`config.mk`:
```
export PLATFORM = sky130hd
export DESIGN_NAME = seven_seg_scan_controller
export DESIGN_NICKNAME = d
export VERILOG_FILES = /design/src/rtl/seven_seg_scan_controller.sv
export SDC_FILE = /design/constraint.sdc
export NUM_CORES = 1
export LEC_CHECK = 0
export CORE_ASPECT_RATIO = 2
export CORE_MARGIN = 2
export CORE_UTILIZATION = 30
export CTS_BUF_LIST = sky130_fd_sc_hd__clkbuf_8
export DETAILED_ROUTE_END_ITERATION = 10
export GPL_TIMING_DRIVEN = 0
export PLACE_DENSITY_LB_ADDON = 0.25
export SLEW_MARGIN = 20
export SYNTH_ARGS = -nofsm -noshare
export SYNTH_HDL_FRONTEND = slang
export SYNTH_SLANG_ARGS = --single-unit
```
`constraint.sdc`:
```
create_clock -name clk -period 9.1 [get_ports clk]
set_input_delay 1.82 -clock clk [delete_from_list [all_inputs] [get_ports clk]]
set_output_delay 1.82 -clock clk [all_outputs]
set_load 0.01 [all_outputs]
```
`src/rtl/seven_seg_scan_controller.sv`:
```
// Multiplexed four-digit seven-segment scanner with dead-time between digits.
// A single-entry pending buffer is committed only at frame boundaries.
module seven_seg_scan_controller #(
  parameter int DRIVE_CYCLES = 50000,
  parameter int BLANK_CYCLES = 8
) (
  input  logic        clk,
  input  logic        reset,
  input  logic        load,
  input  logic [15:0] value_in,
  input  logic        lzb,
  output logic        ready,
  output logic [3:0]  digit_sel,
  output logic [6:0]  seg_code,
  output logic        frame_done
);

  localparam int MAXC = (DRIVE_CYCLES > BLANK_CYCLES) ? DRIVE_CYCLES : BLANK_CYCLES;
  localparam int CW   = (MAXC > 1) ? $clog2(MAXC) : 1;
  localparam logic [CW-1:0] DRIVE_LAST = CW'(DRIVE_CYCLES - 1);
  localparam logic [CW-1:0] BLANK_LAST = CW'(BLANK_CYCLES - 1);

  typedef enum logic {DRIVE, BLANK} state_t;

  // Position registers describe the slot cycle that the next edge will emit.
  state_t          state_reg;
  logic [1:0]      idx_reg;
  logic [CW-1:0]   cnt_reg;
  logic            started_reg;
  logic [15:0]     disp_reg;
  logic [15:0]     pend_reg;
  logic            pend_v_reg;

  logic            frame_start;
  logic            commit;
  logic            accept;
  logic            pend_v_next;
  logic [15:0]     disp_next;
  logic [6:0]      dig_seg [4];

  function automatic logic [6:0] decode(input logic [3:0] nib);
    logic [6:0] s;
    case (nib)
      4'h0: s = 7'b1000000;
      4'h1: s = 7'b1111001;
      4'h2: s = 7'b0100100;
      4'h3: s = 7'b0110000;
      4'h4: s = 7'b0011001;
      4'h5: s = 7'b0010010;
      4'h6: s = 7'b0000010;
      4'h7: s = 7'b1111000;
      4'h8: s = 7'b0000000;
      4'h9: s = 7'b0010000;
      4'hA: s = 7'b0001000;
      4'hB: s = 7'b0000011;
      4'hC: s = 7'b1000110;
      4'hD: s = 7'b0100001;
      4'hE: s = 7'b0000110;
      default: s = 7'b0001110;
    endcase
    return s;
  endfunction

  always_comb begin
    frame_start = (state_reg == DRIVE) && (idx_reg == 2'd0) && (cnt_reg == '0);
    commit      = frame_start && pend_v_reg;
    accept      = load && ready;
    disp_next   = commit ? pend_reg : disp_reg;
    pend_v_next = pend_v_reg;
    if (commit) pend_v_next = 1'b0;
    if (accept) pend_v_next = 1'b1;
  end

  // The emitted digit always decodes the value being shown this frame,
  // including the value that is committed on this very edge.
  genvar gi;
  generate
    for (gi = 0; gi < 4; gi++) begin : g_digit
      if (gi == 0) begin : g_lsd
        assign dig_seg[gi] = decode(disp_next[3:0]);
      end else begin : g_upper
        logic upper_zero;
        assign upper_zero  = (disp_next[15:4*gi] == '0);
        assign dig_seg[gi] = (lzb && upper_zero) ? 7'b1111111
                                                 : decode(disp_next[4*gi +: 4]);
      end
    end
  endgenerate

  always_ff @(posedge clk) begin
    if (reset) begin
      state_reg   <= DRIVE;
      idx_reg     <= 2'd0;
      cnt_reg     <= '0;
      started_reg <= 1'b0;
      disp_reg    <= 16'h0000;
      pend_v_reg  <= 1'b0;
      ready       <= 1'b1;
      digit_sel   <= 4'b1111;
      seg_code    <= 7'b1111111;
      frame_done  <= 1'b0;
    end else begin
      if (accept) pend_reg <= value_in;
      pend_v_reg  <= pend_v_next;
      ready       <= ~pend_v_next;
      disp_reg    <= disp_next;
      started_reg <= 1'b1;
      frame_done  <= frame_start && started_reg;

      if (state_reg == DRIVE) begin
        digit_sel <= ~(4'b0001 << idx_reg);
        seg_code  <= dig_seg[idx_reg];
        if (cnt_reg == DRIVE_LAST) begin
          state_reg <= BLANK;
          cnt_reg   <= '0;
        end else begin
          cnt_reg <= cnt_reg + 1'b1;
        end
      end else begin
        digit_sel <= 4'b1111;
        seg_code  <= 7'b1111111;
        if (cnt_reg == BLANK_LAST) begin
          state_reg <= DRIVE;
          cnt_reg   <= '0;
          idx_reg   <= idx_reg + 2'd1;
        end else begin
          cnt_reg <= cnt_reg + 1'b1;
        end
      end
    end
  end

endmodule

```
# Yosys cells after proc, flatten, opt, wreduce, memory -nomap -nowiden
# Memories as Yosys holds them, arrays and structs flattened.
# Index checks and enable logic that the tools add are counted.
# totals
n_memories	4
out_inout_bits	13
register_bits	66
mem_bits_ro	448
input_bits	20
# mem_list
memory	depth	word_bits	read_ports	rd_ports_with_merged_regs	wr	line	source
(no name shown)	16	7	1	0	0	43	case (nib)
(no name shown)	16	7	1	0	0	43	
(no name shown)	16	7	1	0	0	43	
(no name shown)	16	7	1	0	0	43	
# classes
reduce_logical	16
magnitude_cmp	1
n_mux	16
addsub	2
bitwise_logic	5
shift	1
n_eq_ne	2
# ops
cell	n
two-way mux 16 bit	4
two-way mux 7 bit	5
adder 16 x 1 -> 16 bit (second input constant)	1
equality test 16 bit (second input constant)	1
equality test 16 x 3 -> 1 bit (second input constant)	1
zero test 16 bit	1
binary-select mux 7 bit (select 2 bit)	1
zero test 12 bit	1
logical AND 1 bit	8
zero test 8 bit	1
two-way mux 1 bit	6
zero test 4 bit	1
inverter 4 bit	1
AND reduction 2 bit	2
<< shifter 1 x 2 -> 4 bit (first input constant)	1
>= comparator 3 bit (second input constant)	1
inverter 1 bit	3
inverter 2 -> 3 bit	1
adder 2 x 1 -> 2 bit (second input constant)	1
zero test 2 bit	1
OR reduction 2 bit	1

# Depth between registers and ports, before layout
# Gate-level depths: netlist of the first run.
# depth
word_depth	11
ltp_mapped	17
depth_no_buf	14

# Worst setup path after synthesis of the first run
# Ideal clock, no wire load.
# synth_timing
path_type	reg2reg
startpoint	register idx_reg[0]
endpoint	register seg_code[5]
stages_incl_launch_ff	18
arrival_ns	3.695
setup_slack_ns	5.310
path_buffers	3
t_required_ns	9.005
path_cell_list	dfxtp_1 > clkbuf_1 > inv_1 > ha_1 > and4bb_2 > and2_2 > nand2_4 > buf_6 > buf_2 > mux2i_1 > ha_1 > nand3_1 > nor4_1 > nand3_1 > o211ai_1 > a21o_1 > o221ai_1 > o311ai_1
# synth_between
elab_chain_cells	11
word_cells_on_any_way	22
classes_between	mux (7); bitwise (1); reduce/logical (10); memory (4)
# synth_rtl
element	line	source
from (decl)	27	logic [1:0] idx_reg;
from (signal assigned)	125	idx_reg <= idx_reg + 2'd1;
parallel branches: the longest is 8 deep, another holds memory (16 x 7 bit)	--	
binary-select mux 7 bit (select 2 bit) *	112	seg_code <= dig_seg[idx_reg];
two-way mux 7 bit (not written as such) * (2 in a row)	112	
to (signal assigned)	112	
to (decl)	14	output logic [6:0] seg_code,
# Mark *: on every way between the ends. The select of a mux whose other input is x is not followed.
# A chain may end at the register's enable or synchronous reset.

# Final worst setup path of the first run
# layout_timing
startpoint	register idx_reg[0]
endpoint	register seg_code[2]
# The elaborated chain is that of the path after synthesis.

==> run metrics, run 1 <==
final setup vio count=0; post-synthesis compound-gate area fraction=0.164; worst rel slew slack=0.521; count of nets after finishing=539; Starting Density=0.306; number of max-cap violations=0; final-report hold violation count=0; Post-route DRC=0; total inserted antenna cells=0; transition time at the pin with the least slew margin=0.719 ns; detailed-route vias per instance=5.66; number of distinct library cells after synthesis=73; slowest cell on the critical path=sky130_fd_sc_hd__mux2i_1; shortest period the worst path allows=5.14 ns; final instance count without filler cells=648; final design utilization=0.361; RSZ-0062 raised after global routing=false; buffer count from post-CTS setup fixing=0; multiplexer fraction of the synthesized cell area=0.0669; final setup skew=0.0143 ns; wire length on met1=4.51 mm; initial antenna violation count=0; launch point of the worst path=idx_reg[0]; largest family of logic cells by synthesized area=simple AND/OR/NAND/NOR gates; worst supply voltage drop on vdd=0.0696 mV; DRT Pass-1 Iters=6; prevailing post-synth register cell=sky130_fd_sc_hd__dfxtp_1; cells resized by post-CTS repair=0; post-synthesis simple-gate area fraction=0.231; number of flops mapped to enable cells by yosys=16; wire length on met2=6.81 mm; drt initial violations=180; number of vias after detailed routing=3667; biggest area contributors in the synthesized netlist=sky130_fd_sc_hd__dfxtp_1, sky130_fd_sc_hd__edfxtp_1, sky130_fd_sc_hd__ha_1, sky130_fd_sc_hd__nor2_1, sky130_fd_sc_hd__mux2i_1; outcome=complete, no violations; level count of the clock H-tree=3; Routed Antenna Nets=0; CTS tree=done; required arrival time at the worst endpoint=9.35 ns; wire length after detailed routing=12.7 mm; floorplan row count=60; critical path endpoint category=register; HP Class=reg -> reg; async set-or-reset flop fraction in the synthesized netlist=0; routed wire length per instance=19.5 µm; area share of the largest cell type after synthesis=0.243; Max Clock Freq=195 MHz; CP Cell Sequence=clkbuf_1 -> inv_1 -> ha_1 -> and4bb_2 -> and2_2 -> nand2_4 -> buf_6 -> buf_2 -> mux2i_1 -> ha_1 -> nand3_1 -> nor4_1 -> nand3_1 -> o211ai_1 -> a221oi_1 -> o311ai_1; clock root cell=sky130_fd_sc_hd__clkbuf_8; xor-xnor portion of the synthesized cell area=0.0362; Final TNS setup=0 ns; total CTS buffers=9; final HPWL from detailed placement=9.79 mm; FF+latch count, synth=66; fraction of final layout cells with drive strength greater than 1=0.108; global-route wire length before repair=19.7 mm; Max Used Layer=met4; largest net degree at the start of global routing=13; hold slack final=0.470 ns; biggest cell delay along the critical path=0.50 ns; area growth from synthesis to final layout=17.8%; vertical extent of the die=170 µm; number of global-route vias before repair=3682; highest-count cells in the layout ignoring fill and taps=sky130_fd_sc_hd__nor2_1, sky130_fd_sc_hd__dfxtp_1, sky130_fd_sc_hd__ha_1, sky130_fd_sc_hd__clkdlybuf4s50_1, sky130_fd_sc_hd__nand2_1; post-synthesis adder-cell area fraction=0.0942; P per Cell Area=153 nW/µm²; Mapped Nets=496; LEAKAGE=1.92 nW; startpoint type of the worst setup path=register; leading cell type in the layout, fill and taps excluded=sky130_fd_sc_hd__nor2_1; average footprint of a synthesized cell=9.25 µm²; Period Utilization, post-route=0.565; total routing usage reported by global routing=0.177; met3 wire len=494 µm; post-synthesis cell type with the largest combined area=sky130_fd_sc_hd__dfxtp_1; post-synthesis cell area=4120 µm²; sequential share of the synthesized area=0.360; Crit Reg-Reg Startpoint=idx_reg[0]; Max Root-Sink Buffers=2; critical path type=reg -> reg; Inst Count DP=632; worst-skew pair later-pin latency=0.37 ns; hold_buf cts=0; GR Overflow Total=0; Final Max Tran Viols=0; Warnings, synthesis=0; DIE WIDTH=86.8 µm; clock slew at reported path FFs=0.08 ns; largest driver fanout on the critical path=10; synthesized instance count=445; die footprint=14700 µm²; top-level I/O count=33; CTS sink count=66; Worst Hold Launch=started_reg; area of the core region=13400 µm²; number of buffers added on ports=31; weighted congestion reported at the end of routability-driven placement=0.918; critical path data arrival time=5.39 ns
-- routing by layer --
metal / GRT usage / up-vias
met5: 0 / -
met4: 0.127 / 0
met3: 0.0306 / 49
met2: 0.327 / 133
met1: 0.168 / 1773
li1: - / 1712
-- logic make-up after synthesis --
kind of cell | after synthesis
simple gates | 171
compound gates | 93
flops | 66
buf+inv | 44
fa+ha+maj | 31
mux | 23
xor+xnor | 17
-- metrics by stage --
step	instance area (µm²)	setup WS (ns)	total power, W
global placement	4620	4.13	0.000475
CTS	4850	4.01	0.000746
detailed placement	4640	4.04	0.000476
finish	4850	3.96	0.000742
floorplan	4120	5.31	0.000423
global route	4850	3.62	0.000771
-- synthesized netlist by cell type (all sizes together), types with 13 or more instances --
| cell | n |
|---|---|
| edfxtp | 16 |
| dfxtp | 50 |
| nand2 | 24 |
| nand3 | 19 |
| inv | 23 |
| mux2i | 16 |
| a21oi | 16 |
| o21ai | 16 |
| nor2 | 53 |
| and3 | 13 |
| ha | 31 |
-- layout make-up --
class	instances	area, µm²
fillers	1370	8590
well taps	155	194
inverters	24	90.1
clock inverters	5	60.1
plain buffers	20	108
flip-flops and latches	66	1480
clock buffers	11	151
multi-input cells	335	2440
repair buffers	32	325
-- worst max-delay path, delay by kind of cell, from the launching register on --
kind	cells	cell delay (ns)
simple gates	6	1.32
compound gates	3	0.93
buf+inv	4	1.22
fa+ha+maj	2	0.67
flops	1	0.36
mux	1	0.50
-- power by group --
group          internal [W]  total [W]  switching (W)
clock              0.000143   0.000269       0.000127
sequential         0.000314   0.000323     0.00000956
combinational     0.0000633   0.000149      0.0000858
total              0.000520   0.000742       0.000222
-- final timing paths --
check / to / slack (ns) / cells past startpoint
max: seg_code[2] / 3.96 / 16
min: frame_done / 0.47 / 1
min reg2reg: frame_done / 0.47 / 1
max reg2reg: seg_code[2] / 3.96 / 16
No activity file was read; power rests on OpenSTA's default activity.
==> inputs of run 2 (changes only) <==
- clock period: 9.1 -> 4.3 ns (I/O delays scaled with it)
==> run 2 against run 1 <==
Net effect: critical path depth is 2 higher; setup slack worse by 3.8 ns; first-iteration DRC count is 2.2% lower; clock-buffer cell count stayed put; global-route usage is 0.10 points higher; utilization is 0.92 points higher; register-to-register slack worse by 3.8 ns; non-clock buffer count is 4 higher; die area stayed put; wire length stayed put; clock skew hardly changed; sequential power is 110% higher; critical path type unchanged.
==> run metrics, run 2 (synthesis gave the netlist of run 1 again) <==
Worst Hold Launch=started_reg; count of nets after finishing=543; Max Clock Freq=244 MHz; number of filler instances in the final layout=1360; largest driver fanout on the critical path=10; drt initial violations=176; critical path endpoint category=register; final setup skew=0.0146 ns; r2r setup slk=0.20 ns; Post-route DRC=0; Non-Filler Cell Area, Final=4970 µm²; number of global-route vias before repair=3716; final HPWL from detailed placement=9.79 mm; P per Cell Area=319 nW/µm²; routed wire length per instance=19.4 µm; shortest period the worst path allows=4.10 ns; Starting Density=0.306; area growth from synthesis to final layout=20.8%; final-report hold violation count=0; highest-count cells in the layout ignoring fill and taps=sky130_fd_sc_hd__nor2_1, sky130_fd_sc_hd__dfxtp_1, sky130_fd_sc_hd__clkdlybuf4s50_1; total CTS buffers=9; top-level I/O count=33; DIE WIDTH=86.8 µm; level count of the clock H-tree=3; Routed Antenna Nets=0; fraction of final layout cells with drive strength greater than 1=0.137; Max Root-Sink Buffers=2; floorplan row count=60; leading cell type in the layout, fill and taps excluded=sky130_fd_sc_hd__nor2_1; total inserted antenna cells=0; DRT Pass-1 Iters=7; r2r worst-path depth=18; number of buffers added on ports=31; clock root cell=sky130_fd_sc_hd__clkbuf_8; number of vias after detailed routing=3683; wire length after detailed routing=12.7 mm; number of max-cap violations=0; minimum setup slack in the final design=0.196 ns; overall power consumption=0.00159 W; die footprint=14700 µm²; clock slew at reported path FFs=0.08 ns; weighted congestion reported at the end of routability-driven placement=0.918; largest net degree at the start of global routing=13; worst r2r dst=seg_code[0]; CTS sink count=66; GR Overflow Total=0; HP Class=reg -> reg; transition time at the pin with the least slew margin=0.626 ns; Final Max Tran Viols=0; final setup vio count=0; detailed-route vias per instance=5.65; worst supply voltage drop on vdd=0.147 mV; worst-skew pair later-pin latency=0.37 ns; cell area after placement=4640 µm²; pre-CTS setup slack=-0.760 ns; critical path data arrival time=4.37 ns; startpoint type of the worst setup path=register; global-route wire length before repair=19.7 mm; outcome=complete, no violations; CTS tree=done; total routing usage reported by global routing=0.178; area of the core region=13400 µm²; vertical extent of the die=170 µm; Crit Reg-Reg Startpoint=idx_reg[0]; critical path type=reg -> reg; required arrival time at the worst endpoint=4.57 ns; initial antenna violation count=0; worst hold path cell count=1; LEAKAGE=1.94 nW; Period Utilization, post-route=0.954; capture endpoint of the worst hold path=frame_done; worst rel slew slack=0.571
## run 2: worst max path at each step
stage | slack, ns | depth (start not counted) | startpoint | end
6_report | 0.20 | 18 | idx_reg[0] | seg_code[0]
3_3_place_gp | -0.67 | 16 | idx_reg[0] | seg_code[2]
5_1_grt | -0.003 | 18 | idx_reg[0] | seg_code[0]
3_5_place_dp | -0.76 | 16 | idx_reg[0] | seg_code[2]
4_1_cts | 0.02 | 17 | idx_reg[1] | seg_code[0]
2_1_floorplan | 0.51 | 17 | idx_reg[0] | seg_code[5]
## run 2: metal layers
layer  vias up  global-route usage  share of wire
met3        53              0.0326          0.043
li1       1717                   -              -
met4         0               0.134          0.073
met5         -                   0              0
met2       141               0.325           0.54
met1      1772               0.169           0.35
## run 2: critical path, cell delays in order (launching register included)
cell and delay (ns):
sky130_fd_sc_hd__dfxtp_1 0.36, sky130_fd_sc_hd__buf_4 0.21, sky130_fd_sc_hd__clkinvlp_4 0.11, sky130_fd_sc_hd__ha_1 0.21
sky130_fd_sc_hd__and4bb_2 0.28, sky130_fd_sc_hd__and2_2 0.23, sky130_fd_sc_hd__nand2_4 0.17, sky130_fd_sc_hd__buf_6 0.21
sky130_fd_sc_hd__buf_6 0.19, sky130_fd_sc_hd__mux2i_4 0.31, sky130_fd_sc_hd__ha_2 0.28, sky130_fd_sc_hd__nand3_1 0.17
sky130_fd_sc_hd__nor4_4 0.23, sky130_fd_sc_hd__nand3_1 0.15, sky130_fd_sc_hd__o211ai_1 0.20, sky130_fd_sc_hd__buf_4 0.16
sky130_fd_sc_hd__a21o_1 0.17, sky130_fd_sc_hd__a311oi_1 0.10, sky130_fd_sc_hd__o211ai_1 0.25
## run 2: area by class of cell
cell class	instances	area [µm²]	share of cell area
Multi-Input combinational cell	335	2520	0.506
Sequential cell	66	1480	0.298
Timing Repair Buffer	36	355	0.0714
Tap cell	155	194	0.0390
Clock buffer	11	151	0.0304
Buffer	20	118	0.0236
Inverter	24	93.8	0.0189
Clock inverter	5	60.1	0.0121
## run 2: metrics by stage
stage	std cells	TNS, ns	hold slack, ns	utilization
floorplan	445	0	0.426	-
global placement	631	-3.75	0.443	0.344
detailed placement	632	-4.59	0.464	0.345
CTS	650	0	0.475	0.366
global route	652	-0.00294	0.499	0.370
finish	652	0	0.470	0.370
## run 2: where the power goes
group          internal (W)  switching [W]
logic              0.000145       0.000186
clock network      0.000302       0.000269
registers          0.000664      0.0000215
total               0.00111       0.000477
## run 2: repair_timing
item | CTS | global route
cloned | 0 | 0
hold buffers | 0 | 0
resized for setup | 12 | 9
buffers inserted | 2 | 2
endpoints found under the setup margin | 7 | 7
pin swaps | 1 | 0
==> inputs of run 3 (changes only) <==
- CORE_MARGIN: 2 -> default
==> run 3 against run 2 <==
Net effect: the flow now finishes with violations (design-rule violations); utilization rose by 0.24 points; non-clock buffer count rose by 7; critical path depth did not move; power fell by 0.42%.
==> run metrics, run 3 (synthesis gave the netlist of run 1 again) <==
outcome=complete, but fails checks; failing checks=design-rule violations; critical path endpoint category=register; Starting Density=0.306; Final Max Tran Viols=0; shortest period the worst path allows=4.10 ns; floorplan row count=60; leading cell type in the layout, fill and taps excluded=sky130_fd_sc_hd__nor2_1; Final TNS setup=0 ns; count of cell instances traversed by the critical path=18; largest driver fanout on the critical path=10; number of buffers added on ports=31; r2r worst-path depth=18; worst r2r dst=seg_code[0]; largest net degree at the start of global routing=15; clock root cell=sky130_fd_sc_hd__clkbuf_8; area used by sequential logic in the layout=1480 µm²; CTS sink count=66; area of the core region=13400 µm²; CP Cell Sequence=clkbuf_4 -> clkinvlp_4 -> ha_1 -> and4bb_2 -> and2_2 -> nand2_4 -> buf_6 -> buf_6 -> mux2i_4 -> ha_4 -> nand3_1 -> nor4_2 -> nand3_1 -> o211ai_1 -> buf_4 -> a21o_1 -> a311oi_1 -> o211ai_1; count of nets after finishing=550; initial antenna violation count=0; required arrival time at the worst endpoint=4.57 ns; biggest cell delay along the critical path=0.36 ns; met3 routing resource usage after global routing=0.0291; slowest cell on the critical path=sky130_fd_sc_hd__dfxtp_1; final design utilization=0.373; HP Class=reg -> reg; crit path capture=seg_code[0]; final setup skew=0.0136 ns; met1 routing resource usage after global routing=0.172; Period Utilization, post-route=0.953; transition time at the pin with the least slew margin=0.700 ns; vertical extent of the die=168 µm; area growth from synthesis to final layout=21.6%; number of global-route vias before repair=3800; number of vias after detailed routing=3683; critical path data arrival time=4.36 ns; level count of the clock H-tree=3; CTS tree=done; overall power consumption=0.00158 W; final HPWL from detailed placement=9.86 mm; r2r setup slk=0.20 ns; global-route wire length before repair=19.9 mm; startpoint type of the worst setup path=register; Bufs and invs on worst path=5; cell class contributing the biggest share of worst-path delay=simple AND/OR/NAND/NOR gates; highest-count cells in the layout ignoring fill and taps=sky130_fd_sc_hd__nor2_1, sky130_fd_sc_hd__dfxtp_1, sky130_fd_sc_hd__clkdlybuf4s50_1; wire length after detailed routing=12.7 mm; DIE WIDTH=84.8 µm; worst-skew pair later-pin latency=0.37 ns; final setup vio count=0; Most Crowded Layer GR=met2; detailed-route vias per instance=5.59; DRT Pass-1 Iters=8; fraction of final layout cells with drive strength greater than 1=0.145; hold_buf cts=0; area used by multi-input combinational logic=2500 µm²; Routed Antenna Nets=0; die footprint=14200 µm²; number of filler instances in the final layout=1349; Post-route DRC=3; weighted congestion reported at the end of routability-driven placement=0.912; critical path type=reg -> reg; drt initial violations=160; routed wire length per instance=19.3 µm; launch point of the worst path=idx_reg[0]; Crit Reg-Reg Startpoint=idx_reg[0]; minimum setup slack in the final design=0.203 ns; worst supply voltage drop on vdd=0.123 mV; P per Cell Area=316 nW/µm²; final-report hold violation count=0; met2 Usage GRT=0.345; GR Overflow Total=0; total inserted antenna cells=0; total CTS buffers=9; Max Root-Sink Buffers=2; number of max-cap violations=0; Max Clock Freq=244 MHz; pre-CTS setup slack=-0.688 ns; clock slew at reported path FFs=0.08 ns; worst rel slew slack=0.529; total routing usage reported by global routing=0.186; LEAKAGE=1.96 nW; top-level I/O count=33
run 3: cell type report:
class / instances / share of cell area
timing repair buffer: 43 / 0.0815
clock inverter: 7 / 0.0165
multi-input combinational: 335 / 0.500
inverter: 24 / 0.0187
clock buffer: 9 / 0.0247
buffer: 20 / 0.0235
tap: 155 / 0.0387
sequential: 66 / 0.296
run 3: metrics by stage:
stage / area (µm²) / instances / hold slack [ns]
2_1_floorplan: 4120 / 445 / 0.426
5_1_grt: 5010 / 659 / 0.490
6_report: 5010 / 659 / 0.468
3_5_place_dp: 4640 / 632 / 0.452
4_1_cts: 4910 / 649 / 0.468
3_3_place_gp: 4620 / 631 / 0.440
run 3: how the worst min path moves through the flow:
stage / startpoint / end / slack, ns / cells past startpoint
3_5_place_dp: started_reg / frame_done / 0.45 / 1
2_1_floorplan: cnt_reg[0] / cnt_reg[0] / 0.43 / 1
4_1_cts: started_reg / frame_done / 0.47 / 1
5_1_grt: started_reg / frame_done / 0.49 / 1
3_3_place_gp: cnt_reg[0] / cnt_reg[0] / 0.44 / 1
6_report: started_reg / frame_done / 0.47 / 1
run 3: power breakdown:
group          internal (W)  switching, W
logic              0.000148      0.000188
registers          0.000664     0.0000216
clock network      0.000279      0.000280
run 3: repair_timing:
action / 4_1_cts / 5_1_grt
pin swaps: 1 / 0
resized for setup: 12 / 5
setup endpoints to repair: 7 / 7
buffers inserted: 1 / 10
run 3: layer usage:
metal	vias up	part of all wire
li1	1737	-
met1	1754	0.34
met5	-	0
met3	60	0.039
met2	132	0.53
met4	0	0.084
